--- src/rtl/mem_arbiter_pkg.sv ---
`default_nettype none
// ============================================================================
//  Module   : mem_arbiter_pkg
//  Purpose  : Shared types and constants for the two-port memory arbiter.
//             It holds the FSM state enum, the port-id type, the default
//             widths, and a saturating-increment helper for the grant
//             counters.
//  Revision : 1.0 - initial release
// ============================================================================
package mem_arbiter_pkg;

  localparam int DEF_DATA_WIDTH    = 20;
  localparam int DEF_ADDRESS_WIDTH = 8;
  localparam int CNT_WIDTH         = 16;

  typedef enum logic [1:0] {
    IDLE  = 2'd0,
    ISSUE = 2'd1,
    RESP  = 2'd2
  } state_e;

  typedef enum logic {
    PORT_CPU = 1'b0,
    PORT_EXT = 1'b1
  } port_id_e;

  // Increment that sticks at all-ones instead of wrapping.
  function automatic logic [CNT_WIDTH-1:0] sat_inc(input logic [CNT_WIDTH-1:0] v);
    return (&v) ? v : v + 16'd1;
  endfunction

endpackage
`default_nettype wire

--- src/rtl/mem_arbiter_rr_picker.sv ---
`default_nettype none
// ============================================================================
//  Module   : rr_picker2
//  Purpose  : Two-way round-robin pick. When only one request is present,
//             that request wins. When both are present, the port that was
//             not granted last wins.
//  Ports    : req_i  [1:0] - request vector (bit0 = CPU, bit1 = EXT)
//             last_i       - port granted most recently
//             gnt_o  [1:0] - one-hot grant (all zero when no request)
//  Revision : 1.0 - initial release
// ============================================================================
module rr_picker2
  import mem_arbiter_pkg::*;
(
  input  logic [1:0] req_i,
  input  port_id_e   last_i,
  output logic [1:0] gnt_o
);

  always_comb begin
    gnt_o = 2'b00;
    if (req_i == 2'b11) begin
      gnt_o = (last_i == PORT_CPU) ? 2'b10 : 2'b01;
    end else begin
      gnt_o = req_i;
    end
  end

endmodule
`default_nettype wire

--- src/rtl/mem_arbiter.sv ---
`default_nettype none
// ============================================================================
//  Module   : mem_arbiter
//  Purpose  : Arbitrates a CPU port and an external (host loader) port onto
//             one synchronous memory. Each access takes three cycles:
//               IDLE  - a request is sampled, then latched
//               ISSUE - grant pulse, memory command driven
//               RESP  - done pulse, read data returned
//             Contention is resolved round-robin. After reset, the CPU is
//             favoured.
//  Ports    : clk, rst                  - clock, synchronous active-high reset
//             cpu_* / ext_* inputs      - req, we, be, addr, wdata per port
//             cpu_gnt/ext_gnt           - one-cycle accept pulse
//             cpu_done/ext_done         - one-cycle completion pulse
//             cpu_rdata/ext_rdata       - read data (valid with done on read)
//             cpu_stall                 - cpu_req & ~cpu_done
//             mem_addr/wdata/we/be      - memory command
//             mem_rdata                 - memory read data (1-cycle latency)
//             cnt_cpu/cnt_ext           - saturating grant counters
//  Config   : MEM_ARBITER_COUNTERS_EN   - builds the grant counters; when it
//                                          is undefined, both counters are 0.
//  Revision : 1.0 - initial release
// ============================================================================
module mem_arbiter
  import mem_arbiter_pkg::*;
#(
  parameter int DATA_WIDTH    = DEF_DATA_WIDTH,
  parameter int ADDRESS_WIDTH = DEF_ADDRESS_WIDTH
) (
  input  logic                     clk,
  input  logic                     rst,
  input  logic                     cpu_req,
  input  logic                     ext_req,
  input  logic                     cpu_we,
  input  logic                     ext_we,
  input  logic                     cpu_be,
  input  logic                     ext_be,
  input  logic [ADDRESS_WIDTH-1:0] cpu_addr,
  input  logic [ADDRESS_WIDTH-1:0] ext_addr,
  input  logic [DATA_WIDTH-1:0]    cpu_wdata,
  input  logic [DATA_WIDTH-1:0]    ext_wdata,
  output logic                     cpu_gnt,
  output logic                     ext_gnt,
  output logic                     cpu_done,
  output logic                     ext_done,
  output logic [DATA_WIDTH-1:0]    cpu_rdata,
  output logic [DATA_WIDTH-1:0]    ext_rdata,
  output logic                     cpu_stall,
  output logic [ADDRESS_WIDTH-1:0] mem_addr,
  output logic [DATA_WIDTH-1:0]    mem_wdata,
  output logic                     mem_we,
  output logic                     mem_be,
  input  logic [DATA_WIDTH-1:0]    mem_rdata,
  output logic [CNT_WIDTH-1:0]     cnt_cpu,
  output logic [CNT_WIDTH-1:0]     cnt_ext
);

  state_e                   state_q, state_d;
  // owner_q is both the id of the access in flight and the round-robin
  // "last granted" pointer, because both are updated at the same moment.
  port_id_e                 owner_q;
  logic                     we_q;
  logic                     be_q;
  logic [ADDRESS_WIDTH-1:0] addr_q;
  logic [DATA_WIDTH-1:0]    wdata_q;
  logic [DATA_WIDTH-1:0]    cpu_rdata_q;
  logic [DATA_WIDTH-1:0]    ext_rdata_q;

  logic [1:0]               pick;
  port_id_e                 pick_id;
  logic                     latch_en;

  rr_picker2 u_picker (
    .req_i  ({ext_req, cpu_req}),
    .last_i (owner_q),
    .gnt_o  (pick)
  );

  assign pick_id = pick[1] ? PORT_EXT : PORT_CPU;

  // --------------------------------------------------------------------------
  // Next-state logic
  // --------------------------------------------------------------------------
  always_comb begin
    state_d  = state_q;
    latch_en = 1'b0;
    case (state_q)
      IDLE: begin
        if (|pick) begin
          state_d  = ISSUE;
          latch_en = 1'b1;
        end
      end
      ISSUE:   state_d = RESP;
      RESP:    state_d = IDLE;
      default: state_d = IDLE;
    endcase
  end

  // --------------------------------------------------------------------------
  // State, latched request, and held read data
  // --------------------------------------------------------------------------
  always_ff @(posedge clk) begin
    if (rst) begin
      state_q     <= IDLE;
      owner_q     <= PORT_EXT;            // EXT "granted last", so CPU is favoured
      we_q        <= 1'b0;
      be_q        <= 1'b0;
      addr_q      <= '0;
      wdata_q     <= '0;
      cpu_rdata_q <= '0;
      ext_rdata_q <= '0;
    end else begin
      state_q <= state_d;
      if (latch_en) begin
        owner_q <= pick_id;
        if (pick_id == PORT_EXT) begin
          we_q    <= ext_we;
          be_q    <= ext_be;
          addr_q  <= ext_addr;
          wdata_q <= ext_wdata;
        end else begin
          we_q    <= cpu_we;
          be_q    <= cpu_be;
          addr_q  <= cpu_addr;
          wdata_q <= cpu_wdata;
        end
      end
      // Keep the returned word so the port's rdata holds after done.
      if (state_q == RESP && !we_q) begin
        if (owner_q == PORT_CPU) begin
          cpu_rdata_q <= mem_rdata;
        end else begin
          ext_rdata_q <= mem_rdata;
        end
      end
    end
  end

  // --------------------------------------------------------------------------
  // Outputs. These are gated by rst, so an access aborted in ISSUE or RESP
  // never shows a grant, a done, or a write strobe.
  // --------------------------------------------------------------------------
  always_comb begin
    cpu_gnt   = 1'b0;
    ext_gnt   = 1'b0;
    cpu_done  = 1'b0;
    ext_done  = 1'b0;
    mem_we    = 1'b0;
    cpu_rdata = cpu_rdata_q;
    ext_rdata = ext_rdata_q;
    if (!rst) begin
      case (state_q)
        ISSUE: begin
          mem_we = we_q;
          if (owner_q == PORT_CPU) begin
            cpu_gnt = 1'b1;
          end else begin
            ext_gnt = 1'b1;
          end
        end
        RESP: begin
          if (owner_q == PORT_CPU) begin
            cpu_done = 1'b1;
            if (!we_q) begin
              cpu_rdata = mem_rdata;
            end
          end else begin
            ext_done = 1'b1;
            if (!we_q) begin
              ext_rdata = mem_rdata;
            end
          end
        end
        default: ;
      endcase
    end
  end

  // The command registers simply hold between accesses.
  assign mem_addr  = addr_q;
  assign mem_wdata = wdata_q;
  assign mem_be    = be_q;

  assign cpu_stall = cpu_req & ~cpu_done;

  // --------------------------------------------------------------------------
  // Optional grant counters
  // --------------------------------------------------------------------------
`ifdef MEM_ARBITER_COUNTERS_EN
  logic [CNT_WIDTH-1:0] cnt_cpu_q;
  logic [CNT_WIDTH-1:0] cnt_ext_q;

  always_ff @(posedge clk) begin
    if (rst) begin
      cnt_cpu_q <= '0;
      cnt_ext_q <= '0;
    end else begin
      if (cpu_gnt) begin
        cnt_cpu_q <= sat_inc(cnt_cpu_q);
      end
      if (ext_gnt) begin
        cnt_ext_q <= sat_inc(cnt_ext_q);
      end
    end
  end

  assign cnt_cpu = cnt_cpu_q;
  assign cnt_ext = cnt_ext_q;
`else
  assign cnt_cpu = '0;
  assign cnt_ext = '0;
`endif

endmodule
`default_nettype wire
--- config.mk ---
export PLATFORM = sky130hd
export DESIGN_NAME = mem_arbiter
export DESIGN_NICKNAME = d
export VERILOG_FILES = /design/src/rtl/mem_arbiter_pkg.sv /design/src/rtl/mem_arbiter_rr_picker.sv /design/src/rtl/mem_arbiter.sv
export SDC_FILE = /design/constraint.sdc
export NUM_CORES = 1
export LEC_CHECK = 0
export ABC_AREA = 1
export BUFFER_PORTS_ARGS = -buffer_cell sky130_fd_sc_hd__buf_2
export CAP_MARGIN = 20
export CORE_MARGIN = 2
export CORE_UTILIZATION = 45
export CTS_CLUSTER_SIZE = 12
export DETAILED_ROUTE_END_ITERATION = 8
export MAX_ROUTING_LAYER = met4
export PLACE_DENSITY = 0.77
export SYNTH_ARGS = -nofsm -noshare
export SYNTH_HDL_FRONTEND = slang
export SYNTH_SLANG_ARGS = --single-unit
--- constraint.sdc ---
create_clock -name clk -period 1.35 [get_ports clk]
set_input_delay 0 -clock clk [delete_from_list [all_inputs] [get_ports clk]]
set_output_delay 0 -clock clk [all_outputs]
set_load 0.05 [all_outputs]
======== After elaboration in Yosys (flattened, before gate mapping) ========
Index checks and enable logic that the tools add are counted.
storage, ports and cells
  bits in registers ....................... 73
  output and inout port bits .............. 107
cells by class
  multiplexer cells ....................... 31
  bitwise gates (word level) .............. 3
  reductions and logical operators ........ 6
  eq/ne operators ......................... 4
operators with widths
  operator                                                         number
  20-bit two-way mux                                               9
  1-bit two-way mux                                                17
  8-bit two-way mux                                                1
  2-bit two-way mux                                                3
  2-bit == test, second input constant                             2
  2-bit one-hot mux with 2 select lines                            1
  2-bit AND reduction                                              2
  2-bit by 1-bit == test with 1-bit output, second input constant  1
  2-bit zero test                                                  1
  2-bit != test, second input constant                             1
  1-bit NOT                                                        2
  2-bit OR reduction                                               1
  1-bit AND                                                        1
  1-bit logical AND                                                1
  1-bit zero test                                                  1

======== Logic depth before layout (Yosys ltp) ========
Gate-level depths: netlist of run 1.
  depth after elaboration ................. 5
  depth in mapped cells ................... 7
  gate-level depth less buffers ........... 6

======== Cells and area by module ========
Synthesis of run 1 repeated with hierarchy kept, for this count alone.
second synthesis, totals
  cells, all modules ...................... 661
  area, all modules ....................... 3958.8 sq um
by module, submodules not included
  module       times used  cells an instance  area an instance (sq um)
  mem_arbiter  1           656                3937.5
  rr_picker2   1           5                  21.3

======== Least setup slack after synthesis of run 1 ========
Ideal clock, no wire load.
  kind .................................... register to output
  start ................................... register owner_q
  end ..................................... output cpu_stall
  stages on the path, launching flop included .. 4
  path slack .............................. -0.779 ns
  path buffers ............................ 1
  arrival time ............................ 2.129 ns
  path through ............................ dfxtp_1 buf_4 nor3_1 nor2_1
on the way
  longest elaborated chain between the ends .. 5
ends and longest elaborated chain
  what                    RTL line            text
  start, declared         mem_arbiter.sv:61   port_id_e owner_q;
  start signal, assigned  mem_arbiter.sv:116  owner_q <= pick_id;
  1-bit two-way mux       mem_arbiter.sv:163  if (owner_q == PORT_CPU) begin
  1-bit two-way mux       mem_arbiter.sv:153  case (state_q)
  1-bit two-way mux       mem_arbiter.sv:152  if (!rst) begin
  named net cpu_done      mem_arbiter.sv:44   output logic cpu_done,
  1-bit NOT               mem_arbiter.sv:185  assign cpu_stall = cpu_req & ~cpu_done;
  1-bit AND               mem_arbiter.sv:185
  end, declared           mem_arbiter.sv:48   output logic cpu_stall,
The timed path passes the listed nets, and every way through them passes these cells.

======== Final worst setup path of run 1 ========
  start ................................... register owner_q
  end ..................................... output ext_rdata[9]
on the way
  longest elaborated chain between the ends .. 3
ends and longest elaborated chain
  what                RTL line            text
  20-bit two-way mux  mem_arbiter.sv:163
  20-bit two-way mux  mem_arbiter.sv:153
  20-bit two-way mux  mem_arbiter.sv:152
  end, declared       mem_arbiter.sv:47   output logic [DATA_WIDTH-1:0] ext_rdata,
Every way passes these cells.

==> results.md, run 1 <==
* Status: complete, but fails checks
* Violated checks: negative hold slack, negative setup slack
* Leak at 3.35 nW
* PwrDens at 1030 nW/um^2
* Cell taking the most area after synthesis: dfxtp_1
* Synth cell types at 17
* First-pass GRT wire length at 20500 um
* Die H at 99.7 um
* Layout fillers at 696
* Share of the synthesized area in the top cell type at 0.354
* Final worst-path cycle share at 1.21
* Area Growth Syn to Fin at 49.7%
* Crit path from: owner_q$_SDFFE_PP1P_
* Tot Pwr at 6.39 mW
* N_diodes at 0
* RSZ-0062 raised after global routing: true
* Die width at 99.7 um
* Clk root buf: clkbuf_8
* Drt total wl at 13400 um
* Layout Nets at 942
* I/O Buffers at 158
* Final instance count without filler cells at 971
* Fmax at 611 MHz
* Worst slack, placed at -0.00421 ns
* Num CTS Buffers at 9
* Cell mode on critical path: buf_6
* Crit path max-delay cell type: dfxtp_4
* Clk_skew at 0.00757 ns
* Number of max-cap violations at 0
* Most common cell after layout, fill and taps aside: nand2_1
* Seq/Total Area, Yosys at 0.354
* Post-route setup TNS at -10.09 ns
* Clock Power Share at 0.304
* GPL Wtd Cong at 0.912
* DR DRC count at 0
* Vias post-DR at 4806
* Clock tree buffer depth at 2
* Ports at 191
* Power Internal at 4.10 mW
* Global route overflow at 0
* Hold Vio Cnt, Final at 1
* Synth warn at 0
* Setup WS post-layout at -0.287 ns
* Initial drt markers at 176
* Critical Path RT at 1.35 ns
* Top cells by area, synth: dfxtp_1, nand2_1, nand3_1
* Clock Pin Slew Worst Setup and Hold Paths at 0.08 ns
* Placement Cell Area at 5010 sq um
* Comb pwr share at 0.324
* WP data arrival at 1.64 ns
* WP buf/inv at 4
* Most frequent cells in the layout: nand2_1, buf_2, nor2_1
* Hold Path Class: primary input to flop
* Crit Path Max Fanout at 8
* Final hold slack at -0.0163 ns
* Drt wl/cell at 13.8 um
* Synth Instances at 663
* Starting Density at 0.468
* Hold Startpoint: ext_addr[7]
* Syn Std Cell Area at 4130 sq um
* Yosys reg bits at 73
* Worst flop-to-flop path startpoint: state_q[0]$_SDFFE_PP0P_
* Sw Pwr at 2.29 mW
* Post-detail-place hpwl at 8680 um
* CTS tree: yes
* CTS sink cnt at 73
* First drt pass iteration count at 5
* Critical path, cell by cell: nand3_2, nor2_2, buf_6, buf_12, buf_8, nand3_1, nand2_1, buf_6
* Startpoint Class: flop
* Core area at 8810 sq um
* Via density per instance at 4.95
* CP endpoint kind: output pin
* Final-report setup violation count at 43
* Crit-path max cell delay at 0.39 ns
* Cell family with most CP delay: buffers and inverters
* Critical path class: flop to output pin
* Total GRT Usage at 0.264
* Post-route design area at 6180 sq um
* Seq pwr share at 0.371
* Max-slew violations at 0
* Largest net degree at the start of global routing at 61
* Vias in the first global route at 4568
* Minimum clock period at 1.64 ns
* Antenna violations before repair at 0
* DP Cell Count at 907
* Site Rows at 34
* Peak VDD IR at 0.000623 V
* H-Tree Depth at 3
* Die area at 9950 sq um
* ANT nets after route at 0
* Clock Latency Late Sink at 0.34 ns
* Switching Share at 0.358
* Post-synthesis area per instance at 6.22 sq um
* Share of cells above drive strength 1 at 0.289
per-stage QoR:
stage          hold WS (ns)  utilization
4_1_cts            0.000322        0.678
6_report            -0.0163        0.701
3_5_place_dp          0.304        0.569
5_1_grt             0.00901        0.701
2_1_floorplan         0.156            -
3_3_place_gp          0.300        0.569
worst min-delay path, cell delays in order:
cell	delay, ns
buf_2	0.07
nand3_1	0.06
nand2_1	0.06
nor2_1	0.04
nor2_1	0.06
synth_stat cells:
| library cell | number |
|---|---|
| a21boi_1 | 30 |
| buf_1 | 3 |
| buf_2 | 24 |
| buf_4 | 39 |
| clkbuf_1 | 12 |
| conb_1 | 1 |
| dfxtp_1 | 73 |
| inv_1 | 52 |
| inv_2 | 4 |
| nand2_1 | 235 |
| nand2_2 | 1 |
| nand3_1 | 75 |
| nand4_1 | 21 |
| nor2_1 | 89 |
| nor2_2 | 2 |
| nor3_1 | 1 |
| o21ai_2 | 1 |
area by class of cell:
cell class	count	area (sq um)	share of cell area
Multi-Input combinational cell	487	2230	0.362
Timing Repair Buffer	231	1900	0.308
Sequential cell	73	1470	0.238
Inverter	56	213	0.0344
Clock buffer	14	163	0.0263
Tap cell	108	135	0.0219
Clock inverter	2	60.1	0.00972
cells by family after synthesis:
family | share of synthesized area
DFF | 0.354
buffers and inverters | 0.165
other | 0.000909
and+or+nand+nor | 0.423
AOI/OAI and AO/OA | 0.0567
per-layer routing:
layer  track usage  vias to the layer above  wire length (um)
met5             -                        -                 0
met4         0.134                        0               554
met3        0.0562                       46              1030
met2         0.465                      246              6790
met1         0.278                     2137              5040
li1              -                     2377                 -
final timing paths:
kind,slack [ns],to,cells past startpoint
worst max register to register,0,cpu_rdata_q[15]$_SDFFE_PP0P_,8
worst max-delay path,-0.29,ext_rdata[9],8
worst min register to register,0.48,ext_rdata_q[1]$_SDFFE_PP0P_,2
worst min-delay path,-0.02,mem_addr[7]$_SDFFE_PP0P_,5
registers in the layout (all words and copies together), names as in the netlist:
name	flops
ext_rdata_q	20
mem_be	1
cpu_rdata_q	20
mem_wdata	20
mem_addr	8
owner_q	1
state_q	2
we_q	1
power by group through the flow:
| stage | clock, mW | combinational, mW | sequential [mW] |
|---|---|---|---|
| global route | 2.05 | 2.23 | 2.39 |
| CTS | 1.97 | 1.96 | 2.37 |
| detailed placement | 0 | 1.80 | 2.41 |
| finish | 1.94 | 2.07 | 2.37 |
| global placement | 0 | 1.77 | 2.41 |
| floorplan | 0 | 1.07 | 2.75 |
repair_timing:
item / CTS / global route
resized for setup: 108 / 33
endpoints found under the hold margin: 44 / 0
pin swaps: 0 / 8
gates cloned: 0 / 5
setup endpoints to repair: 46 / 67
buffers inserted: 7 / 2
hold buffers: 35 / 0
No activity file was read; power rests on OpenSTA's default activity.
==> run 2: changes to the inputs <==
- CTS_BUF_LIST: unset -> sky130_fd_sc_hd__clkbuf_4
==> run 2 against run 1 <==
Net effect:
- sequential share of layout area is 2.5 points lower
- fmax is 8.7% lower
- the run ends with negative setup slack left
- critical path type unchanged
- die area stayed put
- count of clock-buffer cells in the layout is 2 lower
- global-route usage is 6.4 points higher
- final cell count is 5.4% higher
- wire length is 30% higher
- core utilization is 8.3 points higher
- cell area is 12% higher
- combinational power is 14% higher
- sequential cell count stayed put
- sequential power hardly changed
==> results.md, run 2 (synthesized netlist as in run 1, its figures left out) <==
* Die H at 99.7 um
* Violated checks: negative setup slack
* Clk_skew at 0.0145 ns
* Drt wl/cell at 17.1 um
* Vias in the first global route at 5239
* Num CTS Buffers at 9
* Crit-path max cell delay at 0.36 ns
* Core area at 8810 sq um
* Sw Pwr at 2.42 mW
* PwrDens at 915 nW/um^2
* Largest net degree at the start of global routing at 61
* Comb pwr share at 0.374
* First drt pass iteration count at 5
* Final-report setup violation count at 60
* Ports at 191
* Site Rows at 34
* Clock tree buffer depth at 2
* Reg2Reg Capture Point: cpu_rdata_q[12]$_SDFFE_PP0P_
* I/O Buffers at 158
* Die width at 99.7 um
* Initial drt markers at 339
* Critical path class: flop to output pin
* Met2 Track Usage GR at 0.546
* Max-slew violations at 0
* CP endpoint kind: output pin
* Met3 Use GR at 0.0696
* Peak VDD IR at 0.000624 V
* Area Growth Syn to Fin at 67.4%
* Critical path, cell by cell: inv_2, nand2_1, nor2_4, buf_4, nand4_1, nand2_2, buf_6
* Minimum clock period at 1.79 ns
* Endpoint, Worst Hold: state_q[0]$_SDFFE_PP0P_
* ANT nets after route at 0
* H-Tree Depth at 3
* Seq pwr share at 0.378
* Layer with the highest usage: met2
* Share of cells above drive strength 1 at 0.326
* Critical Path RT at 1.35 ns
* Switching Share at 0.384
* WP buf/inv at 3
* Crit Path Max Fanout at 10
* Hold Vio Cnt, Final at 0
* Clock Latency Late Sink at 0.41 ns
* Most frequent cells in the layout: nand2_1, buf_2, nor2_1, dlygate4sd3_1, dfxtp_1
* Reg2Reg Setup Slack at -0.04 ns
* Hold Path Class: primary input to flop
* Global route overflow at 0
* Post-detail-place hpwl at 8680 um
* Most common cell after layout, fill and taps aside: nand2_1
* Via density per instance at 5.34
* Worst flop-to-flop path startpoint: state_q[0]$_SDFFE_PP0P_
* Clk root buf: clkbuf_4
* Clock Pin Slew Worst Setup and Hold Paths at 0.12 ns
* Starting Density at 0.468
* Clock Power Share at 0.248
* Total GRT Usage at 0.328
* First-pass GRT wire length at 25200 um
* Number of max-cap violations at 0
* Final worst-path cycle share at 1.33
* Vias post-DR at 5460
* Setup WS post-layout at -0.443 ns
* Post-Route Utilization at 0.784
* CTS tree: yes
* Die area at 9950 sq um
* Startpoint Class: flop
* DR DRC count at 0
* Antenna violations before repair at 1
* Cell family with most CP delay: simple AND/OR/NAND/NOR gates
* Hold Startpoint: rst
* Worst hold stages at 3
* R2r worst-path depth at 8
* GPL Wtd Cong at 0.912
* Leak at 3.61 nW
* Drt total wl at 17500 um
* Status: complete, but fails checks
* Fmax at 558 MHz
* Global routing usage on met1 at 0.358
* Power Internal at 3.89 mW
* CTS sink cnt at 73
* Layout Nets at 993
* Crit path max-delay cell type: dfxtp_2
* Final hold slack at 0.102 ns
* RSZ-0062 raised after global routing: true
* WP data arrival at 1.79 ns
==> run 2: metal layers <==
layer | vias up | part of all wire
met1 | 2438 | 0.35
met2 | 435 | 0.50
met3 | 91 | 0.10
met5 | - | 0
met4 | 0 | 0.051
li1 | 2496 | -
==> run 2: how the worst max path moves through the flow <==
stage	cells past startpoint	endpoint	from
after detailed placement	6	cpu_rdata[0]	state_q[1]$_SDFFE_PP0P_
after global routing	7	cpu_rdata[11]	state_q[0]$_SDFFE_PP0P_
after global placement	6	cpu_rdata[18]	state_q[1]$_SDFFE_PP0P_
final	7	cpu_rdata[11]	state_q[0]$_SDFFE_PP0P_
after floorplan	3	cpu_stall	owner_q$_SDFFE_PP1P_
after CTS	7	cpu_rdata[18]	state_q[0]$_SDFFE_PP0P_
==> run 2: power by group through the flow <==
stage	Sequential [mW]	Clock (mW)	Combinational, mW
6_report	2.38	1.57	2.36
5_1_grt	2.40	1.66	2.49
4_1_cts	2.37	1.59	2.08
3_5_place_dp	2.41	0	1.80
3_3_place_gp	2.41	0	1.77
2_1_floorplan	2.75	0	1.07
==> run 2: what timing repair did <==
action	CTS	global route
pin swaps	4	15
hold buffers	81	0
setup buffers	4	6
cloned	3	6
endpoints found under the hold margin	71	0
setup endpoints to repair	49	86
gates resized for setup	133	76
==> run 2: final cells by class <==
| cell class | count | area, sq um |
|---|---|---|
| tap | 108 | 135 |
| sequential | 73 | 1470 |
| antenna | 1 | 2.50 |
| timing repair buffer | 282 | 2520 |
| clock inverter | 4 | 67.6 |
| clock buffer | 12 | 90.1 |
| multi-input combinational | 487 | 2410 |
| fill | 557 | 1900 |
| inverter | 56 | 213 |
==> run 2: metrics by stage <==
stage          cell area, sq um  cells  setup slack, ns  TNS [ns]  power, mW
6_report                   6910   1023           -0.443    -15.52       6.32
5_1_grt                    6910   1023           -0.483    -20.92       6.55
4_1_cts                    6480   1011           -0.342    -13.53       6.04
3_5_place_dp               5010    907         -0.00421  -0.00421       4.21
3_3_place_gp               5010    907           0.0474         0       4.17
2_1_floorplan              4280    694           0.0624         0       3.82
==> run 2: worst min-delay path, stage by stage <==
cell and delay, ns:
buf_2 0.13, buf_4 0.23, nor2_1 0.12
==> run 3: changes to the inputs <==
==> constraint.sdc (replaced) <==
create_clock -name clk -period 1.35 [get_ports clk]
set_input_delay 0.0675 -clock clk [delete_from_list [all_inputs] [get_ports clk]]
set_output_delay 0.0675 -clock clk [all_outputs]
set_load 0.05 [all_outputs]
==> run 3 against run 2 <==
Net effect:
- the run ends with negative hold slack, negative setup slack left
- first-iteration DRC count down 27%
- wire length down 19%
- sequential power about the same
- critical path depth unchanged
- clock skew up 0.0015 ns
- clock power up 22%
- core utilization down 5.2 points
- via count down 7.9%
- non-clock buffer count down 23
==> results.md, run 3 (synthesized netlist as in run 1, its figures left out) <==
* Num CTS Buffers at 9
* WP data arrival at 1.68 ns
* Violated checks: negative hold slack, negative setup slack
* Comb pwr share at 0.339
* Drt wl/cell at 14.2 um
* Most common cell after layout, fill and taps aside: nand2_1
* Peak VDD IR at 0.000724 V
* Hold Path Class: primary input to flop
* Stages on worst setup path at 7
* Initial drt markers at 246
* Placement Cell Area at 5150 sq um
* Starting Density at 0.468
* Crit-path max cell delay at 0.37 ns
* Core area at 8810 sq um
* Global routing usage on met1 at 0.306
* Reg2Reg Capture Point: mem_wdata[13]$_SDFFE_PP0P_
* Global route overflow at 0
* Post-Route Utilization at 0.733
* ANT nets after route at 0
* Clk_skew at 0.0160 ns
* Power Internal at 4.12 mW
* Number of max-cap violations at 0
* Critical path, cell by cell: buf_4, inv_1, nand4_1, buf_12, nand2_1, nand2_2, buf_6
* Post-detail-place hpwl at 8730 um
* Critical Path End: cpu_rdata[7]
* Status: complete, but fails checks
* Die H at 99.7 um
* H-Tree Depth at 3
* CTS sink cnt at 73
* Minimum clock period at 1.75 ns
* Seq pwr share at 0.366
* GPL Wtd Cong at 0.942
* Final instance count without filler cells at 999
* First-pass GRT wire length at 21500 um
* R2r worst-path depth at 10
* Clock Latency Late Sink at 0.43 ns
* Startpoint Class: flop
* Most frequent cells in the layout: nand2_1, buf_2, nor2_1
* Met2 Track Usage GR at 0.489
* Cell family with most CP delay: buffers and inverters
* CP endpoint kind: output pin
* Leak at 3.46 nW
* Ports at 191
* Critical Path RT at 1.28 ns
* Vias post-DR at 5027
* I/O Buffers at 158
* Met3 Use GR at 0.0478
* Clock Power Share at 0.295
* Final worst-path cycle share at 1.30
* Critical path class: flop to output pin
* Sw Pwr at 2.35 mW
* Fmax at 571 MHz
* Layer with the highest usage: met2
* Site Rows at 34
* Drt total wl at 14200 um
* Post-route setup TNS at -21.57 ns
* DR DRC count at 0
* Crit path from: owner_q$_SDFFE_PP1P_
* Clk root buf: clkbuf_4
* Total GRT Usage at 0.276
* Hold Vio Cnt, Final at 1
* Die area at 9950 sq um
* Largest net degree at the start of global routing at 61
* Tot Pwr at 6.47 mW
* Worst flop-to-flop path startpoint: state_q[1]$_SDFFE_PP0P_
* Clock Pin Slew Worst Setup and Hold Paths at 0.13 ns
* First drt pass iteration count at 5
* Share of cells above drive strength 1 at 0.316
* Vias in the first global route at 4746
* Worst slack, placed at -0.103 ns
* PwrDens at 1000 nW/um^2
* Final hold slack at -0.00391 ns
* Final-report setup violation count at 77
* Setup WS post-layout at -0.401 ns
* Crit Path Max Fanout at 20
* Clock tree buffer depth at 2
* Reg2Reg Setup Slack at -0.24 ns
* Die width at 99.7 um
* Crit path max-delay cell type: dfxtp_4
* Switching Share at 0.363
* Via density per instance at 5.03
* WP buf/inv at 4
* RSZ-0062 raised after global routing: true
* Layout Nets at 970
* DP Cell Count at 923
* N_diodes at 0
* Antenna violations before repair at 0
* Post-route design area at 6450 sq um
* Area Growth Syn to Fin at 56.4%
* Max-slew violations at 0
* CTS tree: yes
run 3: cell count changes in the layout (fill, tap and decap cells not counted), moves of 9 or more:
cell           change
nand2_2            -9
dlygate4sd3_1     -29
buf_8             -12
buf_4             +12
nand2_1           +19
nand2_4           -10
run 3: cell type report:
class,count,area [sq um]
multi-input combinational,487,2280
tap,108,135
clock inverter,7,133
inverter,56,213
sequential,73,1470
fill,648,2350
timing repair buffer,259,2150
clock buffer,9,67.6
run 3: per-layer routing:
| layer | wire [um] | vias to the layer above | part of all wire |
|---|---|---|---|
| met1 | 5170 | 2271 | 0.36 |
| met5 | 0 | - | 0 |
| met4 | 412 | 0 | 0.029 |
| li1 | - | 2435 | - |
| met2 | 7470 | 279 | 0.53 |
| met3 | 1150 | 42 | 0.081 |
run 3: power by group through the flow:
| stage | combinational, mW | sequential (mW) | clock (mW) |
|---|---|---|---|
| after floorplan | 1.07 | 2.75 | 0 |
| after global placement | 1.79 | 2.41 | 0 |
| after detailed placement | 1.82 | 2.41 | 0 |
| after CTS | 2.02 | 2.37 | 1.92 |
| after global routing | 2.33 | 2.38 | 2.00 |
| final | 2.19 | 2.37 | 1.91 |
run 3: worst min path at each step:
stage | start | endpoint | slack (ns) | depth (start not counted)
2_1_floorplan | mem_rdata[19] | ext_rdata_q[19]$_SDFFE_PP0P_ | 0.22 | 2
3_3_place_gp | mem_rdata[8] | cpu_rdata_q[8]$_SDFFE_PP0P_ | 0.37 | 3
3_5_place_dp | mem_rdata[8] | cpu_rdata_q[8]$_SDFFE_PP0P_ | 0.38 | 3
4_1_cts | cpu_wdata[19] | mem_wdata[19]$_SDFFE_PP0P_ | 0.002 | 4
5_1_grt | cpu_wdata[19] | mem_wdata[19]$_SDFFE_PP0P_ | 0.01 | 4
6_report | cpu_addr[0] | mem_addr[0]$_SDFFE_PP0P_ | -0.004 | 4
run 3: repair_timing:
action                                  in CTS  in global routing
hold endpoints to repair                    55                  0
cloned                                       1                  3
endpoints found under the setup margin      66                 97
pin swaps                                    4                  6
setup buffers                                2                  2
hold buffers                                52                  0
resized for setup                          109                 44
run 3: worst register-to-register path: stages (launching register included):
cell       delay (ns)
dfxtp_4          0.38
buf_6            0.12
inv_4            0.06
buf_6            0.09
buf_6            0.10
nand2_2          0.07
nor2_4           0.23
clkbuf_16        0.22
nand2_1          0.06
nor2_1           0.12
nor2_1           0.07
